`src/rtl/cnu_c2v_emitter_pkg.sv`:
```
// Shared constants and encodings for the check-node C2V emitter.
// A C2V message is {sign, magnitude}, with the sign bit at the MSB.
package cnu_c2v_emitter_pkg;

  localparam int DEF_QUAN_SIZE = 4;
  localparam int DEF_CN_DEGREE = 8;
  localparam int DEF_IDX_W     = 3;
  localparam int DEF_OFFSET    = 0;

  // Bit position of the sign within a C2V message of default width.
  localparam int MSG_SIGN_POS  = DEF_QUAN_SIZE;

  typedef enum logic {
    IDLE = 1'b0,
    EMIT = 1'b1
  } emit_state_e;

endpackage

```
`src/rtl/cnu_c2v_emitter_offset_sat.sv`:
```
// Offset-min-sum correction: subtracts OFFSET from a magnitude and clamps at zero.
// Purely combinational so the variable-node side can reuse it.
module cnu_offset_sat #(
  parameter int QUAN_SIZE = 4,
  parameter int OFFSET    = 0
) (
  input  logic [QUAN_SIZE-1:0] sel_mag,
  output logic [QUAN_SIZE-1:0] sat_mag
);

  // One extra bit holds the borrow; an offset beyond the range always borrows.
  localparam logic [QUAN_SIZE:0] OFF_EXT =
    (OFFSET >= (1 << QUAN_SIZE)) ? {1'b1, {QUAN_SIZE{1'b0}}} : (QUAN_SIZE+1)'(OFFSET);

  logic [QUAN_SIZE:0] diff;

  always_comb begin
    diff    = {1'b0, sel_mag} - OFF_EXT;
    sat_mag = diff[QUAN_SIZE] ? '0 : diff[QUAN_SIZE-1:0];
  end

endmodule

```
`src/rtl/cnu_c2v_emitter.sv`:
```
// Latches one check node's compressed state (min1, min2, min index, signs) and
// streams CN_DEGREE offset-corrected C2V messages, one per beat.
module cnu_c2v_emitter
  import cnu_c2v_emitter_pkg::*;
#(
  parameter int QUAN_SIZE = DEF_QUAN_SIZE,
  parameter int CN_DEGREE = DEF_CN_DEGREE,
  parameter int IDX_W     = DEF_IDX_W,
  parameter int OFFSET    = DEF_OFFSET
) (
  input  logic                 sys_clk,
  input  logic                 rst,
  input  logic                 in_valid,
  output logic                 in_ready,
  input  logic [QUAN_SIZE-1:0] in_min1,
  input  logic [QUAN_SIZE-1:0] in_min2,
  input  logic [IDX_W-1:0]     in_min_index,
  input  logic [CN_DEGREE-1:0] in_signs,
  output logic                 out_valid,
  input  logic                 out_ready,
  output logic [QUAN_SIZE:0]   out_msg,
  output logic [IDX_W-1:0]     out_edge,
  output logic                 out_last,
  output logic                 err_index
);

  // Handshake: a transfer happens on a rising sys_clk edge where valid && ready.
  // out_* hold while out_valid && !out_ready; in_ready may rise combinationally
  // from out_ready on the last beat so the next CN follows without a bubble.

  emit_state_e state, state_next;

  logic [QUAN_SIZE-1:0] min1_q, min2_q;
  logic [IDX_W-1:0]     idx_q, edge_q;
  logic [CN_DEGREE-1:0] signs_q;
  logic                 total_sign_q;
  logic                 err_q;

  logic                 last_beat, beat_done, accept, edge_sign;
  logic [QUAN_SIZE-1:0] sel_mag, sat_mag;

  always_ff @(posedge sys_clk) begin
    if (rst) state <= IDLE;
    else     state <= state_next;
  end

  always_comb begin
    state_next = state;
    case (state)
      IDLE:    if (in_valid) state_next = EMIT;
      EMIT:    if (out_ready && last_beat && !in_valid) state_next = IDLE;
      default: state_next = IDLE;
    endcase
  end

  always_comb begin
    out_valid = (state == EMIT);
    last_beat = (edge_q == IDX_W'(CN_DEGREE - 1));
    out_last  = out_valid && last_beat;
    in_ready  = (state == IDLE) || (out_last && out_ready);
    beat_done = out_valid && out_ready;
    accept    = in_valid && in_ready;
    out_edge  = edge_q;
    err_index = err_q;

    // An out-of-range index never equals a live edge, so every edge gets min1.
    sel_mag   = (edge_q == idx_q) ? min2_q : min1_q;
    edge_sign = 1'b0;
    for (int i = 0; i < CN_DEGREE; i++) begin
      if (edge_q == IDX_W'(i)) edge_sign = signs_q[i];
    end
    out_msg   = out_valid ? {total_sign_q ^ edge_sign, sat_mag} : '0;
  end

  always_ff @(posedge sys_clk) begin
    if (rst) begin
      min1_q       <= '0;
      min2_q       <= '0;
      idx_q        <= '0;
      signs_q      <= '0;
      total_sign_q <= 1'b0;
      edge_q       <= '0;
      err_q        <= 1'b0;
    end else begin
      if (accept) begin
        min1_q       <= in_min1;
        min2_q       <= in_min2;
        idx_q        <= in_min_index;
        signs_q      <= in_signs;
        total_sign_q <= ^in_signs;
        edge_q       <= '0;
        if (32'(in_min_index) >= 32'(CN_DEGREE)) err_q <= 1'b1;
      end else if (beat_done) begin
        edge_q <= last_beat ? '0 : edge_q + IDX_W'(1);
      end
    end
  end

  cnu_offset_sat #(
    .QUAN_SIZE (QUAN_SIZE),
    .OFFSET    (OFFSET)
  ) u_offset_sat (
    .sel_mag (sel_mag),
    .sat_mag (sat_mag)
  );

endmodule

```
`config.mk`:
```
export PLATFORM = sky130hd
export DESIGN_NAME = cnu_c2v_emitter
export DESIGN_NICKNAME = d
export VERILOG_FILES = /design/src/rtl/cnu_c2v_emitter_pkg.sv /design/src/rtl/cnu_c2v_emitter_offset_sat.sv /design/src/rtl/cnu_c2v_emitter.sv
export SDC_FILE = /design/constraint.sdc
export NUM_CORES = 1
export LEC_CHECK = 0
export BUFFER_PORTS_ARGS = -buffer_cell sky130_fd_sc_hd__buf_2
export CAP_MARGIN = 20
export CORE_AREA = 10 10 61 63
export CTS_CLUSTER_SIZE = 20
export DETAILED_ROUTE_END_ITERATION = 6
export DIE_AREA = 0 0 71 73
export PLACE_DENSITY_LB_ADDON = 0.12
export SYNTH_ARGS = -nofsm -noshare
export SYNTH_HDL_FRONTEND = slang
export SYNTH_HIERARCHICAL = 1
export SYNTH_SLANG_ARGS = --single-unit
```
`constraint.sdc`:
```
create_clock -name sys_clk -period 3.64 [get_ports sys_clk]
set_input_delay 0.364 -clock sys_clk [delete_from_list [all_inputs] [get_ports sys_clk]]
set_output_delay 0.364 -clock sys_clk [all_outputs]
set_load 0.01 [all_outputs]
```
## Yosys cells after proc, flatten, opt, wreduce, memory -nomap -nowiden

Index checks and enable logic that the tools add are counted.
W data, S select, Z words.

| cells by class | value |
|---|---|
| add/subtract/negate cells | 1 |
| muxes and demuxes | 14 |
| reductions and logical operators | 11 |
| bitwise logic cells | 2 |
| equal/unequal tests | 8 |

Operator list:

| cell | number |
|---|---|
| $eq A3 B3 Y1 const B | 4 |
| $mux W1 | 10 |
| $reduce_xor A8 Y1 | 1 |
| $eq A3 B2 Y1 const B | 2 |
| $logic_and A1 B1 Y1 | 6 |
| $mux W5 | 1 |
| $mux W4 | 1 |
| $add A3 B1 Y3 const B | 1 |
| $eq A3 B1 Y1 const B | 1 |
| $eq A3 B3 Y1 | 1 |
| $logic_not A3 Y1 | 1 |
| $mux W3 | 1 |
| $pmux W1 S2 | 1 |
| $reduce_or A2 Y1 | 1 |
| $logic_not A1 Y1 | 1 |
| $logic_or A1 B1 Y1 | 1 |
| $not A1 Y1 | 1 |
| $xor A1 B1 Y1 | 1 |

| storage, ports and cells | value |
|---|---|
| bits of input ports | 23 |
| output and inout bits | 12 |
| word-level logic and storage cells | 43 |
| bits in registers | 24 |

## Depth between registers and ports, before layout

| logic depth | value |
|---|---|
| word-level depth | 11 |
| depth in mapped cells | 8 |
| depth with buffers taken out | 6 |

## Modules after synthesis

Netlist, hierarchy kept.

Modules (own cells, without submodules):

| module | instances | area an instance (um^2) | cells an instance |
|---|---|---|---|
| cnu_c2v_emitter | 1 | 1,305.0 | 162 |
| cnu_offset_sat | 1 | 30.0 | 4 |

## Worst setup path after synthesis

OpenSTA, ideal clock, no wires.

| path | value |
|---|---|
| path type | register to output |
| start | register edge_q[0], in the netlist out_edge[0] |
| end | output port out_msg[4] |
| data arrival time | 1,961 ps |
| required time | 3,276 ps |
| path slack | 1,315 ps |
| buffers on the path | 0 |
| cell stages (with the launch flop) | 7 |
| cells stage by stage | dfxtp_1 -> inv_1 -> ha_1 -> and3b_4 -> a2111oi_4 -> a21oi_1 -> or4_1 |

| on the way | value |
|---|---|
| cells in the longest elaborated chain, start to end | 11 |
| elaborated cells on any way between the ends | 18 |
| classes of those cells | eq/ne (7); mux (9); bitwise (1); reduce/logical (1) |

RTL lines:

| element | line | source |
|---|---|---|
| start, declared | cnu_c2v_emitter.sv:34 | `logic [IDX_W-1:0] idx_q, edge_q;` |
| start signal, assigned | cnu_c2v_emitter.sv:94 | `edge_q <= last_beat ? '0 : edge_q + IDX_W'(1);` |
| $logic_not A3 Y1 | cnu_c2v_emitter.sv:70 | `if (edge_q == IDX_W'(i)) edge_sign = signs_q[i];` |
| $mux W1 (7 in a row) | cnu_c2v_emitter.sv:70 |  |
| $mux W1 * | cnu_c2v_emitter.sv:70 |  |
| $xor A1 B1 Y1 * | cnu_c2v_emitter.sv:72 | `out_msg = out_valid ? {total_sign_q ^ edge_sign, sat_mag} : '0;` |
| $mux W5 * | cnu_c2v_emitter.sv:72 |  |
| end, declared | cnu_c2v_emitter.sv:21 | `output logic [QUAN_SIZE:0] out_msg,` |

Every way passes the cells marked *; elsewhere a longest branch is shown, timed or not.

## Worst setup path after layout

| path | value |
|---|---|
| start | register edge_q[2], in the netlist out_edge[2] |
| end | output port out_msg[4] |

Same word-level chain as after synthesis.

==> metrics.txt <==
total detailed-routing wirelength=approximately 3.2 mm; total of cells resized after clock tree synthesis=0; gr usage total=12.27%; most frequent standard cell in the layout excluding fill and tap cells=sky130_fd_sc_hd__nand2_1; DRC violation count after routing=0; unrepaired setup endpoints after global routing=false; CP arrival=2.49 ns; GPL Wtd Cong=~0.85; vertical die dimension=approximately 73 um; number of buffers inserted during clock tree synthesis=3; initial antenna violation count=0; grt total ovfl=0; Post-Syn Instances=about 170; number of core rows=19; number of max-cap violations=0; hold depth=3; number of placed I/O pins=35; final-layout setup total negative slack=0 ns; number of fill cells=between 200 and 300; share of the clock period used by the worst path=78.38%; netlist area before placement=0.001335 mm2; antenna diode count=0; number of buffer cells added on primary ports=33; Initial Utilization=slightly above 50%; maximum frequency from static timing analysis=roughly 350 MHz; average size of a mapped cell=around 8.0 um2; number of DRC markers in iteration 0=66; root buffer selected by CTS=sky130_fd_sc_hd__clkbuf_4; Final Max Tran Viols=0; vias in the first global route=between 1000 and 1500; pin count of the biggest net entering global routing=25; sinks on the clock net=24; commonest cells after routing, fill and taps aside=43 x sky130_fd_sc_hd__nand2_1, 33 x sky130_fd_sc_hd__buf_2, 25 x sky130_fd_sc_hd__a21oi_1; maximum resistive drop on vdd=about 260 uV; H-tree levels=1; post-CTS setup buffers=0; Worst Tran Pin Value=0.7691 ns; data required time at the worst endpoint=about 3.3 ns; FF-to-FF path depth=6; Vias=1135; first drt pass iteration count=4; post-synthesis sequential element count=24; clock tree from TritonCTS=built; number of endpoints with negative hold slack in the final report=0; capture endpoint of the worst hold path=min2_q[2]$_SDFFE_PP0P_; outcome=complete, no violations; WL/cell=~14 um; first-pass GRT wire length=around 5.3 mm; horizontal die dimension=about 71 um; Crit Reg-Reg Startpoint=out_edge[0]$_SDFFE_PP0P_; placed cells=roughly 220; capture instance of the worst register-to-register path=total_sign_q$_SDFFE_PP0P_; type of origin of the critical path=register; vias per inst=between 5 and 6; Reg2Reg Setup Slack=1.32 ns; insertion delay to the later sink of the worst-skew pair=~0.31 ns; class of the tightest hold or removal check=in2reg; count of different cell masters after synthesis=31; Hold Buf Count CTS=0; Leakage=0.6344 nW; launch instance of the worst min-delay path=in_min2[2]; post-CTS clock slew at the launch and capture registers of the worst setup and hold paths=about 0.13 ns; non-filler instance count after layout=between 200 and 250; Rel. slew slack=between 40 and 50%; sequential cell area fraction in the yosys report=approximately 36%; Die Outline Area=around 0.0052 mm2; critical path class=reg2out; total of warnings raised by yosys=6; final net count=220; Synth Net Count=around 200; CORE AREA=~0.0026 mm2; dpl hpwl=roughly 2.5 mm; area added between synthesis and finish=12.18%; CTS Buffer Depth=2; power density of the placed cells=~350 mW/mm2; Post-Route Skew=around 0.0011 ns; setup-violating endpoint count in the final report=0; fraction of final layout cells with drive strength greater than 1=24.21%; DRT antenna net count=0; kind of end point of the critical path=output pin; minimum clock period after layout=around 2.9 ns; highest net fanout along the worst path=9
[worst max-delay path, cell delays in order (launching register included)]
cell	delay, ns
sky130_fd_sc_hd__dfxtp_1	0.57
sky130_fd_sc_hd__inv_1	0.12
sky130_fd_sc_hd__ha_1	0.30
sky130_fd_sc_hd__nor4b_4	0.28
sky130_fd_sc_hd__a2111oi_4	0.08
sky130_fd_sc_hd__and3_2	0.19
sky130_fd_sc_hd__or4_1	0.48
sky130_fd_sc_hd__buf_2	0.15
[worst max path at each step]
stage | to | startpoint
3_5_place_dp | out_msg[4] | out_edge[2]$_SDFFE_PP0P_
3_3_place_gp | out_msg[4] | out_edge[0]$_SDFFE_PP0P_
2_1_floorplan | out_msg[4] | out_edge[0]$_SDFFE_PP0P_
6_report | out_msg[4] | out_edge[2]$_SDFFE_PP0P_
5_1_grt | out_msg[4] | out_edge[2]$_SDFFE_PP0P_
4_1_cts | out_msg[4] | out_edge[2]$_SDFFE_PP0P_
[final cells by class]
cell class	count	area [um2]	share of cell area [%]
Multi-Input combinational cell	124	758.2	50.63
Timing Repair Buffer	33	165.2	11.03
Sequential cell	24	480.5	32.08
Inverter	5	18.77	1.253
Tap cell	31	38.79	2.590
Clock buffer	4	36.28	2.423
[per-layer routing]
layer | global-route usage (%) | vias up | share of wire (%)
met1 | 14.10 | 521 | 44
li1 | - | 590 | -
met5 | 0 | - | 0
met2 | 22.06 | 20 | 52
met3 | 2.585 | 4 | 2.7
met4 | 3.871 | 0 | 1.3
[flip-flops by register name, indices dropped and copies added (netlist names)]
register      flops
idx_q             3
min1_q            4
min2_q            4
out_edge          3
out_valid         1
signs_q           8
total_sign_q      1
[cell usage after synthesis]
cell	instances	area, um2
sky130_fd_sc_hd__nand2_1	43	161.4
sky130_fd_sc_hd__a21oi_1	25	125.1
sky130_fd_sc_hd__dfxtp_1	24	480.5
sky130_fd_sc_hd__xnor2_1	10	87.58
sky130_fd_sc_hd__and2_1	7	43.79
sky130_fd_sc_hd__ha_1	6	75.07
sky130_fd_sc_hd__nor2_1	6	22.52
sky130_fd_sc_hd__buf_4	5	37.54
sky130_fd_sc_hd__clkbuf_1	5	18.77
sky130_fd_sc_hd__inv_1	5	18.77
sky130_fd_sc_hd__mux2_2	4	45.04
sky130_fd_sc_hd__nor3_1	3	15.01
sky130_fd_sc_hd__buf_2	2	10.01
sky130_fd_sc_hd__nand2b_1	2	12.51
sky130_fd_sc_hd__nand3_1	2	10.01
sky130_fd_sc_hd__nor2b_1	2	12.51
sky130_fd_sc_hd__a2111oi_4	1	27.53
sky130_fd_sc_hd__a211oi_1	1	7.510
sky130_fd_sc_hd__a21bo_2	1	10.01
sky130_fd_sc_hd__a31oi_1	1	6.260
sky130_fd_sc_hd__and3_2	1	7.510
sky130_fd_sc_hd__and3b_4	1	12.51
sky130_fd_sc_hd__and4_1	1	8.760
sky130_fd_sc_hd__buf_6	1	11.26
sky130_fd_sc_hd__conb_1	1	3.750
sky130_fd_sc_hd__mux2i_1	1	10.01
sky130_fd_sc_hd__nor3b_1	1	7.510
sky130_fd_sc_hd__nor4b_4	1	23.77
sky130_fd_sc_hd__o2111ai_1	1	8.760
sky130_fd_sc_hd__o22ai_1	1	6.260
sky130_fd_sc_hd__or4_1	1	7.510
[through the flow]
stage               hold slack, ns  power, mW  setup slack (ns)  instance area, um2  utilization, %
global placement            0.4395     0.3868             1.230                1461           55.89
detailed placement          0.4472     0.3903             1.142                1461           55.89
CTS                         0.2661     0.5276            0.7783                1498           57.27
floorplan                   0.4322     0.3634             1.315                1335               -
global route                0.2632     0.5546            0.6267                1498           57.27
finish                      0.2690     0.5242            0.7871                1498           57.27
[report_power, final]
group / switching (mW) / internal, mW / total, mW
logic: 0.0497 / 0.0442 / 0.0939
registers: 0.0121 / 0.277 / 0.290
clock network: 0.0797 / 0.0611 / 0.141
total: 0.141 / 0.383 / 0.524
[cells by family after synthesis]
| family | count (synthesis) | synth area share [%] |
|---|---|---|
| adders and majority gates | 6 | 5.623 |
| other | 1 | 0.2809 |
| xor gates and xnor gates | 10 | 6.560 |
| DFF | 24 | 35.99 |
| and+or+nand+nor | 71 | 25.87 |
| AOI/OAI and AO/OA | 31 | 14.34 |
| buffers and inverters | 18 | 7.217 |
| muxes | 5 | 4.124 |
No activity file was read; power rests on OpenSTA's default activity.
